$ cat config.mk
export PLATFORM = sky130hd
export DESIGN_NAME = axis_blk_proc_flat
export DESIGN_NICKNAME = d
export VERILOG_FILES = /design/src/rtl/axis_blk_proc_if.sv /design/src/rtl/axis_blk_proc.sv /design/src/flat_wrapper.sv
export SDC_FILE = /design/constraint.sdc
export NUM_CORES = 1
export LEC_CHECK = 0
export BUFFER_PORTS_ARGS = -buffer_cell sky130_fd_sc_hd__buf_2
export CAP_MARGIN = 20
export CORE_AREA = 5 5 297 299
export DETAILED_ROUTE_END_ITERATION = 7
export DIE_AREA = 0 0 302 304
export PLACE_DENSITY = 0.59
export SETUP_SLACK_MARGIN = 0.4
export SKIP_CTS_REPAIR_TIMING = 1
export SYNTH_ARGS = -nofsm -noshare
export SYNTH_HDL_FRONTEND = slang
export SYNTH_SLANG_ARGS = --single-unit
export TNS_END_PERCENT = 1
$ cat constraint.sdc
create_clock -name aclk -period 2.62 [get_ports aclk]
set_input_delay 0.131 -clock aclk [delete_from_list [all_inputs] [get_ports aclk]]
set_output_delay 0.131 -clock aclk [all_outputs]
set_load 0.02 [all_outputs]
$ cat src/rtl/axis_blk_proc_if.sv
// axis_blk_proc_if: AXI4-Stream beat bundle (tdata/tvalid/tready/tlast).
// master drives data/valid/last and sees ready; slave is the reverse.
interface axis_blk_proc_if #(
  parameter int DATA_WIDTH = 32
);
  logic [DATA_WIDTH-1:0] tdata;
  logic                  tvalid;
  logic                  tready;
  logic                  tlast;

  modport master (
    output tdata,
    output tvalid,
    output tlast,
    input  tready
  );

  modport slave (
    input  tdata,
    input  tvalid,
    input  tlast,
    output tready
  );
endinterface

$ cat src/rtl/axis_blk_proc.sv
// axis_blk_proc: AXIS front end for the miner core. Collects IN_WORDS beats
// into core_blk (word 0 in MS slice), pulses core_start, waits for
// core_done, then streams OUT_WORDS result words (MS slice first).
// Ports: aclk, aresetn (async active-low); s_axis (slave AXIS in);
//   m_axis (master AXIS out); core_blk/core_start to core;
//   core_done/core_result from core; err (sticky framing/timeout);
//   busy (state other than RECV).
// Option: define AXIS_BLK_PROC_TIMEOUT_EN for the core watchdog.
module axis_blk_proc #(
  parameter int DATA_WIDTH     = 32,
  parameter int IN_WORDS       = 20,
  parameter int OUT_WORDS      = 2,
  parameter int TIMEOUT_CYCLES = 2**24
) (
  input  logic                            aclk,
  input  logic                            aresetn,
  axis_blk_proc_if.slave                  s_axis,
  axis_blk_proc_if.master                 m_axis,
  output logic [IN_WORDS*DATA_WIDTH-1:0]  core_blk,
  output logic                            core_start,
  input  logic                            core_done,
  input  logic [OUT_WORDS*DATA_WIDTH-1:0] core_result,
  output logic                            err,
  output logic                            busy
);

  localparam int MAXW = (IN_WORDS > OUT_WORDS) ? IN_WORDS : OUT_WORDS;
  localparam int CW   = $clog2(MAXW) + 1;
  localparam int BW   = IN_WORDS * DATA_WIDTH;
  localparam int OW   = OUT_WORDS * DATA_WIDTH;

  localparam logic [CW-1:0] LAST_IN  = CW'(IN_WORDS - 1);
  localparam logic [CW-1:0] LAST_OUT = CW'(OUT_WORDS - 1);

  typedef enum logic [1:0] {
    S_RECV,
    S_START,
    S_WAIT,
    S_SEND
  } state_e;

  state_e          state_q, state_d;
  logic [CW-1:0]   cnt_q, cnt_d;
  logic [BW-1:0]   blk_q, blk_d;
  logic [OW-1:0]   out_q, out_d;
  logic            err_q, err_d;
  logic            drop_q, drop_d;
  logic            rdy_q;
  logic            beat;

`ifdef AXIS_BLK_PROC_TIMEOUT_EN
  logic [31:0]     wdog_q, wdog_d;
`else
  logic [31:0]     unused_timeout;
  assign unused_timeout = 32'(TIMEOUT_CYCLES);
`endif

  // Ready stays low for the first cycle out of reset.
  assign s_axis.tready = (state_q == S_RECV) & rdy_q;
  assign beat          = s_axis.tvalid & s_axis.tready;

  assign m_axis.tvalid = (state_q == S_SEND);
  assign m_axis.tlast  = (state_q == S_SEND) && (cnt_q == LAST_OUT);
  assign m_axis.tdata  = out_q[OW-1 -: DATA_WIDTH];

  assign core_blk   = blk_q;
  assign core_start = (state_q == S_START);
  assign err        = err_q;
  assign busy       = (state_q != S_RECV);

  always_ff @(posedge aclk or negedge aresetn) begin
    if (!aresetn) begin
      state_q <= S_RECV;
      cnt_q   <= '0;
      blk_q   <= '0;
      out_q   <= '0;
      err_q   <= 1'b0;
      drop_q  <= 1'b0;
      rdy_q   <= 1'b0;
    end else begin
      state_q <= state_d;
      cnt_q   <= cnt_d;
      blk_q   <= blk_d;
      out_q   <= out_d;
      err_q   <= err_d;
      drop_q  <= drop_d;
      rdy_q   <= 1'b1;
    end
  end

`ifdef AXIS_BLK_PROC_TIMEOUT_EN
  always_ff @(posedge aclk or negedge aresetn) begin
    if (!aresetn) begin
      wdog_q <= '0;
    end else begin
      wdog_q <= wdog_d;
    end
  end
`endif

  always_comb begin
    state_d = state_q;
    cnt_d   = cnt_q;
    blk_d   = blk_q;
    out_d   = out_q;
    err_d   = err_q;
    drop_d  = drop_q;
`ifdef AXIS_BLK_PROC_TIMEOUT_EN
    wdog_d  = wdog_q;
`endif
    unique case (state_q)
      S_RECV: begin
        if (beat) begin
          if (drop_q) begin
            // Flush the tail of an over-long frame through its tlast.
            if (s_axis.tlast) drop_d = 1'b0;
          end else begin
            for (int i = 0; i < IN_WORDS; i++) begin
              if (cnt_q == CW'(IN_WORDS - 1 - i))
                blk_d[i*DATA_WIDTH +: DATA_WIDTH] = s_axis.tdata;
            end
            if (cnt_q == LAST_IN) begin
              cnt_d   = '0;
              state_d = S_START;
              if (!s_axis.tlast) begin
                err_d  = 1'b1;
                drop_d = 1'b1;
              end
            end else if (s_axis.tlast) begin
              cnt_d = '0;
              err_d = 1'b1;
            end else begin
              cnt_d = cnt_q + 1'b1;
            end
          end
        end
      end
      S_START: begin
        state_d = S_WAIT;
`ifdef AXIS_BLK_PROC_TIMEOUT_EN
        wdog_d  = '0;
`endif
      end
      S_WAIT: begin
        if (core_done) begin
          out_d   = core_result;
          cnt_d   = '0;
          state_d = S_SEND;
        end
`ifdef AXIS_BLK_PROC_TIMEOUT_EN
        else if (wdog_q == 32'(TIMEOUT_CYCLES - 1)) begin
          out_d   = '1;
          err_d   = 1'b1;
          cnt_d   = '0;
          state_d = S_SEND;
        end else begin
          wdog_d  = wdog_q + 32'd1;
        end
`endif
      end
      S_SEND: begin
        if (m_axis.tready) begin
          out_d = out_q << DATA_WIDTH;
          if (cnt_q == LAST_OUT) begin
            cnt_d   = '0;
            state_d = S_RECV;
          end else begin
            cnt_d = cnt_q + 1'b1;
          end
        end
      end
      default: state_d = S_RECV;
    endcase
  end

endmodule

$ cat src/flat_wrapper.sv
// flat-port wrapper written by rule: the top's interface ports become plain ports
module axis_blk_proc_flat 
#(
  parameter int DATA_WIDTH     = 32,
  parameter int IN_WORDS       = 20,
  parameter int OUT_WORDS      = 2,
  parameter int TIMEOUT_CYCLES = 2**24
)
  (aclk, aresetn, core_blk, core_start, core_done, core_result, err, busy, s_axis_tdata, s_axis_tvalid, s_axis_tlast, s_axis_tready, m_axis_tdata, m_axis_tvalid, m_axis_tlast, m_axis_tready);
  axis_blk_proc_if #(.DATA_WIDTH(DATA_WIDTH)) s_axis_i ();
  axis_blk_proc_if #(.DATA_WIDTH(DATA_WIDTH)) m_axis_i ();
  input  logic aclk;
  input  logic aresetn;
  output logic [IN_WORDS*DATA_WIDTH-1:0] core_blk;
  output logic core_start;
  input  logic core_done;
  input  logic [OUT_WORDS*DATA_WIDTH-1:0] core_result;
  output logic err;
  output logic busy;
  input wire logic [$bits(s_axis_i.tdata)-1:0] s_axis_tdata;
  input wire logic [$bits(s_axis_i.tvalid)-1:0] s_axis_tvalid;
  input wire logic [$bits(s_axis_i.tlast)-1:0] s_axis_tlast;
  output wire logic [$bits(s_axis_i.tready)-1:0] s_axis_tready;
  output wire logic [$bits(m_axis_i.tdata)-1:0] m_axis_tdata;
  output wire logic [$bits(m_axis_i.tvalid)-1:0] m_axis_tvalid;
  output wire logic [$bits(m_axis_i.tlast)-1:0] m_axis_tlast;
  input wire logic [$bits(m_axis_i.tready)-1:0] m_axis_tready;
  assign s_axis_i.tdata = s_axis_tdata;
  assign s_axis_i.tvalid = s_axis_tvalid;
  assign s_axis_i.tlast = s_axis_tlast;
  assign s_axis_tready = s_axis_i.tready;
  assign m_axis_tdata = m_axis_i.tdata;
  assign m_axis_tvalid = m_axis_i.tvalid;
  assign m_axis_tlast = m_axis_i.tlast;
  assign m_axis_i.tready = m_axis_tready;
  axis_blk_proc #(.DATA_WIDTH(DATA_WIDTH), .IN_WORDS(IN_WORDS), .OUT_WORDS(OUT_WORDS), .TIMEOUT_CYCLES(TIMEOUT_CYCLES)) u_core (.aclk(aclk), .aresetn(aresetn), .s_axis(s_axis_i), .m_axis(m_axis_i), .core_blk(core_blk), .core_start(core_start), .core_done(core_done), .core_result(core_result), .err(err), .busy(busy));
endmodule
==> key figures, run 1 <==
Outcome
  • Status: finished, final reports clean

Setup path
  • Critical Path, Cell by Cell: inv_2 > ha_1 > nor2b_2 > a2111o_1 > or4_1 > o211ai_1
  • Critical path depth: 6
  • CP max-delay cell: or4_1
  • Crit path max-delay family: simple AND/OR/NAND/NOR gates
  • Setup crit end kind: flip-flop
  • Buffers and inverters on the worst path: 1
  • CP required: 3.12 ns
  • Reg2reg setup slack: 0.39 ns
  • Setup crit start kind: flip-flop
  • Crit Path Class: flip-flop to flip-flop
  • Reg2Reg Depth: 6
  • CP max stage delay: 0.51 ns
  • Critical Path Fanout Max: 5
  • CP Data Arrival Time: 2.73 ns

Synth
  • EDFF count, synth: 0
  • Synth Area in XOR/XNOR: 0.0316%
  • Fraction of synthesized area in multiplexers: 27.2%
  • Compound-Gate Fraction of Synth Area: 1.19%
  • Adder-cell area share of the yosys netlist: 0.406%
  • Synth Net Count: 1941
  • Syn_area_per_cell: 15.2 sq um
  • Synthesized flop and latch total: 715
  • Cells after Synth: 1830
  • Synth Area in Simple Gates: 3.35%
  • Synth warnings: 0
  • Sequential area share after synthesis: 64.5%
  • Leading register cell type out of synthesis: dfrtp_1
  • Post-Syn Area: 27700 sq um
  • Largest family of logic cells by synthesized area: multiplexers
  • Ys async rst share: 100%
  • Unique masters post-synth: 44

Routing
  • Number of remaining DRC errors: 0
  • Routed via count: 18.5k
  • Vias per cell: 4.83
  • Drt pass-1 iters: 7
  • Total wire length: 95200 microns
  • Routed len/inst: 24.8 microns
  • Antenna viol nets, final: 0
  • DR iter-0 viols: 808

Power
  • Flop pwr share: 40.3%
  • Static leakage: 20.3 nW
  • Sw frac: 34.8%
  • Clock group share of total power: 29.1%
  • Combinational power share: 30.5%
  • NetSw: 0.0130 W
  • Maximum VDD drop: 0.623 mV
  • Int Power: 0.0243 W
  • Power per cell area: 1030 nW/um^2

Place
  • Placer Congestion: 0.811
  • Final HPWL DP: 66600 microns
  • Port buffer count: 779

Cells and area
  • # diodes: 0
  • Final #Nets: 2752
  • Fill cells: 7921
  • Layout cells sized above 1: 61.0%
  • Commonest non-fill, non-tap cell in the layout: buf_2
  • Most frequent cells in the layout: buf_2 (778), dfrtp_1 (715), mux2_2 (639), nand2_1 (107), clkbuf_16 (78)
  • Area growth syn-to-layout: 31.2%

Worst hold path
  • Worst Hold Depth: 3
  • Class of the worst hold path: primary input to flip-flop

Global routing
  • First-pass GRT wire length: 138000 microns
  • Number of global-route vias before repair: 19.8k
  • Initial antenna violation count: 3
  • GRT overflow: 0
  • Overall routing resource usage: 20.0%
  • Largest net degree at the start of global routing: 97

Die
  • I/O pins: 780
  • Initial Utilization: 32.7%
  • FP Rows: 107
  • Die width: 302 microns
  • Core Area: 84900 sq um
  • Die height: 304 microns
  • Die area: 91800 sq um

Clock tree
  • CTS Buf Count: 77
  • Clock Path Buffers: 3
  • # clock sinks: 715
  • Clk root buf: clkbuf_16
  • H-Tree Depth: 3
  • TritonCTS clock tree: done
  • Clk Latency, worst-skew pair: 0.62 ns
  • Clock-pin slew on the worst setup and hold paths: 0.06 ns

STA
  • Slew headroom: 43.9%
  • Clk_skew: 0.0253 ns
  • Unrepaired setup endpoints after global routing: yes
  • Final Hold Viols: 0
  • Setup TNS: 0 ns
  • Worst-margin pin slew: 0.841 ns
  • WHS: 0.0445 ns
  • Pins over their slew limit: 0
  • Minimum clock period: 2.23 ns
  • Tcrit/Tclk final: 85.1%
  • Setup violators final: 0
  • Max Fclk: 449 MHz

Job
  • Max Cap Viol: 0
## state kept, by name, summed over array words and instances (netlist names)
name	cells
u_core.cnt_q	6
u_core.core_blk	640
u_core.drop_q	1
u_core.out_q	64
u_core.err	1
u_core.rdy_q	1
u_core.state_q	2
## synthesized netlist by cell type, types with 2 or more instances
| cell type | number | area [sq um] |
|---|---|---|
| dfrtp_1 | 715 | 17900 |
| mux2i_1 | 33 | 330 |
| buf_4 | 38 | 285 |
| buf_2 | 51 | 255 |
| o211ai_1 | 6 | 45.0 |
| buf_1 | 4 | 15.0 |
| nand3_1 | 14 | 70.1 |
| or3_1 | 2 | 12.5 |
| nor2b_1 | 2 | 12.5 |
| clkbuf_1 | 91 | 342 |
| ha_1 | 9 | 113 |
| mux2_1 | 2 | 22.5 |
| mux2_2 | 639 | 7200 |
| nor2_1 | 10 | 37.5 |
| nor3_1 | 3 | 15.0 |
| o21ai_0 | 33 | 165 |
| and3_1 | 4 | 25.0 |
| inv_1 | 6 | 22.5 |
| nand3b_1 | 32 | 240 |
| nand2_1 | 112 | 420 |
## per-layer routing
| metal | part of all wire, % | global-route usage (%) |
|---|---|---|
| met1 | 39 | 23.8 |
| met2 | 50 | 34.7 |
| met3 | 7.7 | 5.99 |
| met4 | 3.2 | 6.56 |
| met5 | 0.010 | 0 |
## kinds of logic (layout without fill, tap and decap cells)
kind of cell	count (synthesis)	after routing
adders and majority gates	9	9
muxes	674	674
other	1	1
buffers and inverters	190	1055
AOI/OAI and AO/OA	51	51
DFF	715	715
and+or+nand+nor	189	189
xor gates and xnor gates	1	1
## worst paths after layout
kind                                    from                   end
hold reg to reg             u_core.out_q[23]      u_core.out_q[23]
setup reg to reg           u_core.state_q[0]       u_core.cnt_q[5]
hold / removal                 s_axis_tvalid         u_core.drop_q
setup / recovery           u_core.state_q[0]       u_core.cnt_q[5]
max in group asynchronous            aresetn  u_core.core_blk[112]
min in group asynchronous            aresetn  u_core.core_blk[345]
## through the flow
stage          util [%]  cells  setup slack, ns  total power [W]  instance area [sq um]
2_1_floorplan         -   1830            0.405           0.0220                  27700
3_3_place_gp       39.0   3638            0.245           0.0262                  33100
3_5_place_dp       39.0   3638            0.219           0.0265                  33100
4_1_cts            42.0   3771            0.186           0.0375                  35700
5_1_grt            42.9   3839            0.296           0.0391                  36400
6_report           42.9   3839            0.391           0.0373                  36400
## worst reg2reg max path, delay by kind of cell (launching register included)
family	cells	cell delay, ns
adder cells (fa/ha/maj)	1	0.25
buffers and inverters	1	0.10
AND/OR/NAND/NOR	2	0.73
AO/OA/AOI/OAI	2	0.63
flip-flops	1	0.41
## power groups by stage
| stage | clock (W) | combinational [W] | sequential [W] |
|---|---|---|---|
| final | 0.0109 | 0.0114 | 0.0151 |
| after global placement | 0 | 0.0111 | 0.0151 |
| after detailed placement | 0 | 0.0113 | 0.0152 |
| after CTS | 0.0112 | 0.0113 | 0.0150 |
| after global routing | 0.0116 | 0.0122 | 0.0153 |
| after floorplan | 0 | 0.00460 | 0.0174 |
## area by class of cell
cell class	instances	area (sq um)	share of cell area, %
multi-input combinational	925	9090	25.0
sequential	715	17900	49.2
tap	1144	1430	3.93
timing repair buffer	916	5430	14.9
clock inverter	22	251	0.691
inverter	6	22.5	0.0619
clock buffer	111	2290	6.28
Power figures use the tool's default switching activity.
==> run 2: changes to the inputs <==
--- a/config.mk
+++ b/config.mk
@@ -7,3 +7,3 @@
 export LEC_CHECK = 0
-export BUFFER_PORTS_ARGS = -buffer_cell sky130_fd_sc_hd__buf_2
+export BUFFER_PORTS_ARGS = -buffer_cell sky130_fd_sc_hd__buf_4
 export CAP_MARGIN = 20
--- a/constraint.sdc
+++ b/constraint.sdc
@@ -3,2 +3,2 @@
 set_output_delay 0.131 -clock aclk [all_outputs]
-set_load 0.02 [all_outputs]
+set_load 0.1 [all_outputs]
==> key figures, run 2 (synthesis gave the netlist of run 1 again) <==
Outcome
  • Status: finished, final reports clean

Global routing
  • Initial antenna violation count: 9 (+6)
  • Number of global-route vias before repair: 19.9k (+0.47%)
  • Overall routing resource usage: 20.2% (+0.21 points)
  • First-pass GRT wire length: 138000 microns (+0.67%)
  • GRT overflow: 0 (unchanged)
  • Largest net degree at the start of global routing: 97 (unchanged)

Routing
  • Routed len/inst: 24.9 microns (+0.53%)
  • Vias per cell: 4.82 (-0.20%)
  • Routed via count: 18.6k (+0.35%)
  • DR iter-0 viols: 700 (-13%)
  • Wire length on met2: 48000 microns (about the same)
  • WL met3: 8120 microns (+11%)
  • Number of remaining DRC errors: 0 (unchanged)
  • M1 WL: 36400 microns (-1.2%)
  • Antenna viol nets, final: 0 (unchanged)
  • Total wire length: 96300 microns (+1.1%)
  • Drt pass-1 iters: 7 (unchanged)
  • Top sig layer: met4

Cells and area
  • Commonest non-fill, non-tap cell in the layout: buf_4
  • Seq. cell area: 17900 sq um (about the same)
  • Most frequent cells in the layout: buf_4 (823), dfrtp_1 (714), mux2_2 (639), nand2_1 (107), clkbuf_16 (82)
  • Number of flip-flops in the largest register: 640 (unchanged)
  • Fill cells: 7706 (-2.7%)
  • Area growth syn-to-layout: 39.2%
  • Layout cells sized above 1: 61.2% (+0.26 points)
  • Fin cells: 3860 (+0.55%)
  • Final #Nets: 2763 (+0.40%)
  • Area of the multi-input gates: 9110 sq um (+0.21%)

STA
  • Unrepaired setup endpoints after global routing: yes
  • Slew headroom: 56.0% (+12 points)
  • Setup TNS: 0 ns (unchanged)
  • Worst-margin pin slew: 0.660 ns (-0.181 ns)
  • Max Fclk: 456 MHz (+1.6%)
  • Minimum clock period: 2.19 ns (-0.0341 ns)
  • Clk_skew: 0.0217 ns (-0.00362 ns)
  • WHS: 0.0215 ns (-0.0230 ns)
  • Setup violators final: 0 (unchanged)
  • Pins over their slew limit: 0 (unchanged)
  • Tcrit/Tclk final: 83.8% (-1.3 points)
  • Final Hold Viols: 0 (unchanged)

Die
  • Die area: 91800 sq um (unchanged)
  • Die height: 304 microns (unchanged)
  • Core Area: 84900 sq um (unchanged)
  • I/O pins: 780 (unchanged)
  • Die width: 302 microns (unchanged)
  • Initial Utilization: 32.7% (unchanged)
  • FP Rows: 107 (unchanged)

Clock tree
  • # clock sinks: 715 (unchanged)
  • CTS Buf Count: 81 (+5.2%)
  • TritonCTS clock tree: done
  • Clock Path Buffers: 3 (unchanged)
  • H-Tree Depth: 3 (unchanged)
  • Clk Latency, worst-skew pair: 0.62 ns (about the same)
  • Clock-pin slew on the worst setup and hold paths: 0.06 ns (about the same)
  • Clk root buf: clkbuf_16

Setup path
  • Setup crit end kind: flip-flop
  • Critical Path, Cell by Cell: inv_1 > ha_4 > and3_2 > nor3b_4 > buf_4 > nand3_2 > buf_4 > mux2_2
  • Crit path top cell by count: buf_4
  • CP max stage delay: 0.43 ns (-0.08 ns)
  • CP max-delay cell: dfrtp_1
  • Crit path max-delay family: simple AND/OR/NAND/NOR gates
  • Crit Path Class: flip-flop to flip-flop
  • Critical path depth: 8 (+2)
  • Buffers and inverters on the worst path: 3 (+2)
  • CP Data Arrival Time: 2.68 ns (-0.05 ns)
  • CP required: 3.10 ns (-0.02 ns)
  • Reg2Reg Depth: 8 (+2)
  • Critical Path Fanout Max: 12 (+7)
  • Setup crit start kind: flip-flop

Power
  • Total power: 0.0536 W (+44%)
  • Maximum VDD drop: 0.966 mV (+55%)
  • Static leakage: 20.5 nW (+1.1%)
  • Power per cell area: 1390 nW/um^2 (+35%)

Worst hold path
  • Worst Hold Depth: 2 (-1)
  • Class of the worst hold path: primary input to flip-flop

Place
  • Final HPWL DP: 67200 microns (+0.89%)
  • Port buffer count: 779 (unchanged)
  • Dpl cells: 3642 (+0.11%)
  • Placer Congestion: 0.812 (+0.15%)

Job
  • Max Cap Viol: 0 (unchanged)
run 2: worst register-to-register path, delay by kind of cell (launching register included):
kind,cells,cell delay (ns)
buf+inv,3,0.58
simple gates,3,0.59
flops,1,0.43
mux,1,0.30
fa+ha+maj,1,0.18
run 2: final timing paths:
| kind | from | endpoint | slack, ns |
|---|---|---|---|
| max | u_core.state_q[1] | u_core.core_blk[387] | 0.43 |
| min | s_axis_tdata[2] | u_core.core_blk[546] | 0.02 |
| max reg2reg | u_core.state_q[1] | u_core.core_blk[387] | 0.43 |
| min reg2reg | u_core.err | u_core.err | 0.46 |
| max in group asynchronous | aresetn | u_core.core_blk[570] | 1.46 |
| min in group asynchronous | aresetn | u_core.core_blk[476] | 0.09 |
run 2: per-stage QoR:
stage	utilization [%]	instance area, sq um	setup WS, ns
6_report	45.5	38600	0.425
4_1_cts	44.6	37800	0.126
3_5_place_dp	41.4	35100	0.296
5_1_grt	45.5	38600	0.330
3_3_place_gp	41.4	35100	0.279
2_1_floorplan	-	27800	0.368
run 2: cell type report:
type                            instances  share of cell area (%)
Antenna cell                            3                  0.0194
Tap cell                             1144                    3.71
Inverter                                6                  0.0583
Sequential cell                       715                    46.3
Clock buffer                          117                    6.20
Timing Repair Buffer                  923                    19.3
Multi-Input combinational cell        925                    23.6
Clock inverter                         27                   0.784
run 2: layer usage:
| layer | track usage, % | vias up |
|---|---|---|
| li1 | - | 7993 |
| met1 | 23.5 | 9722 |
| met2 | 34.9 | 707 |
| met3 | 6.58 | 187 |
| met4 | 7.43 | 0 |
| met5 | 0 | - |
run 2: report_power, final:
group          internal (W)  switching [W]
clock               0.00676        0.00456
sequential           0.0136        0.00158
combinational       0.00564         0.0214
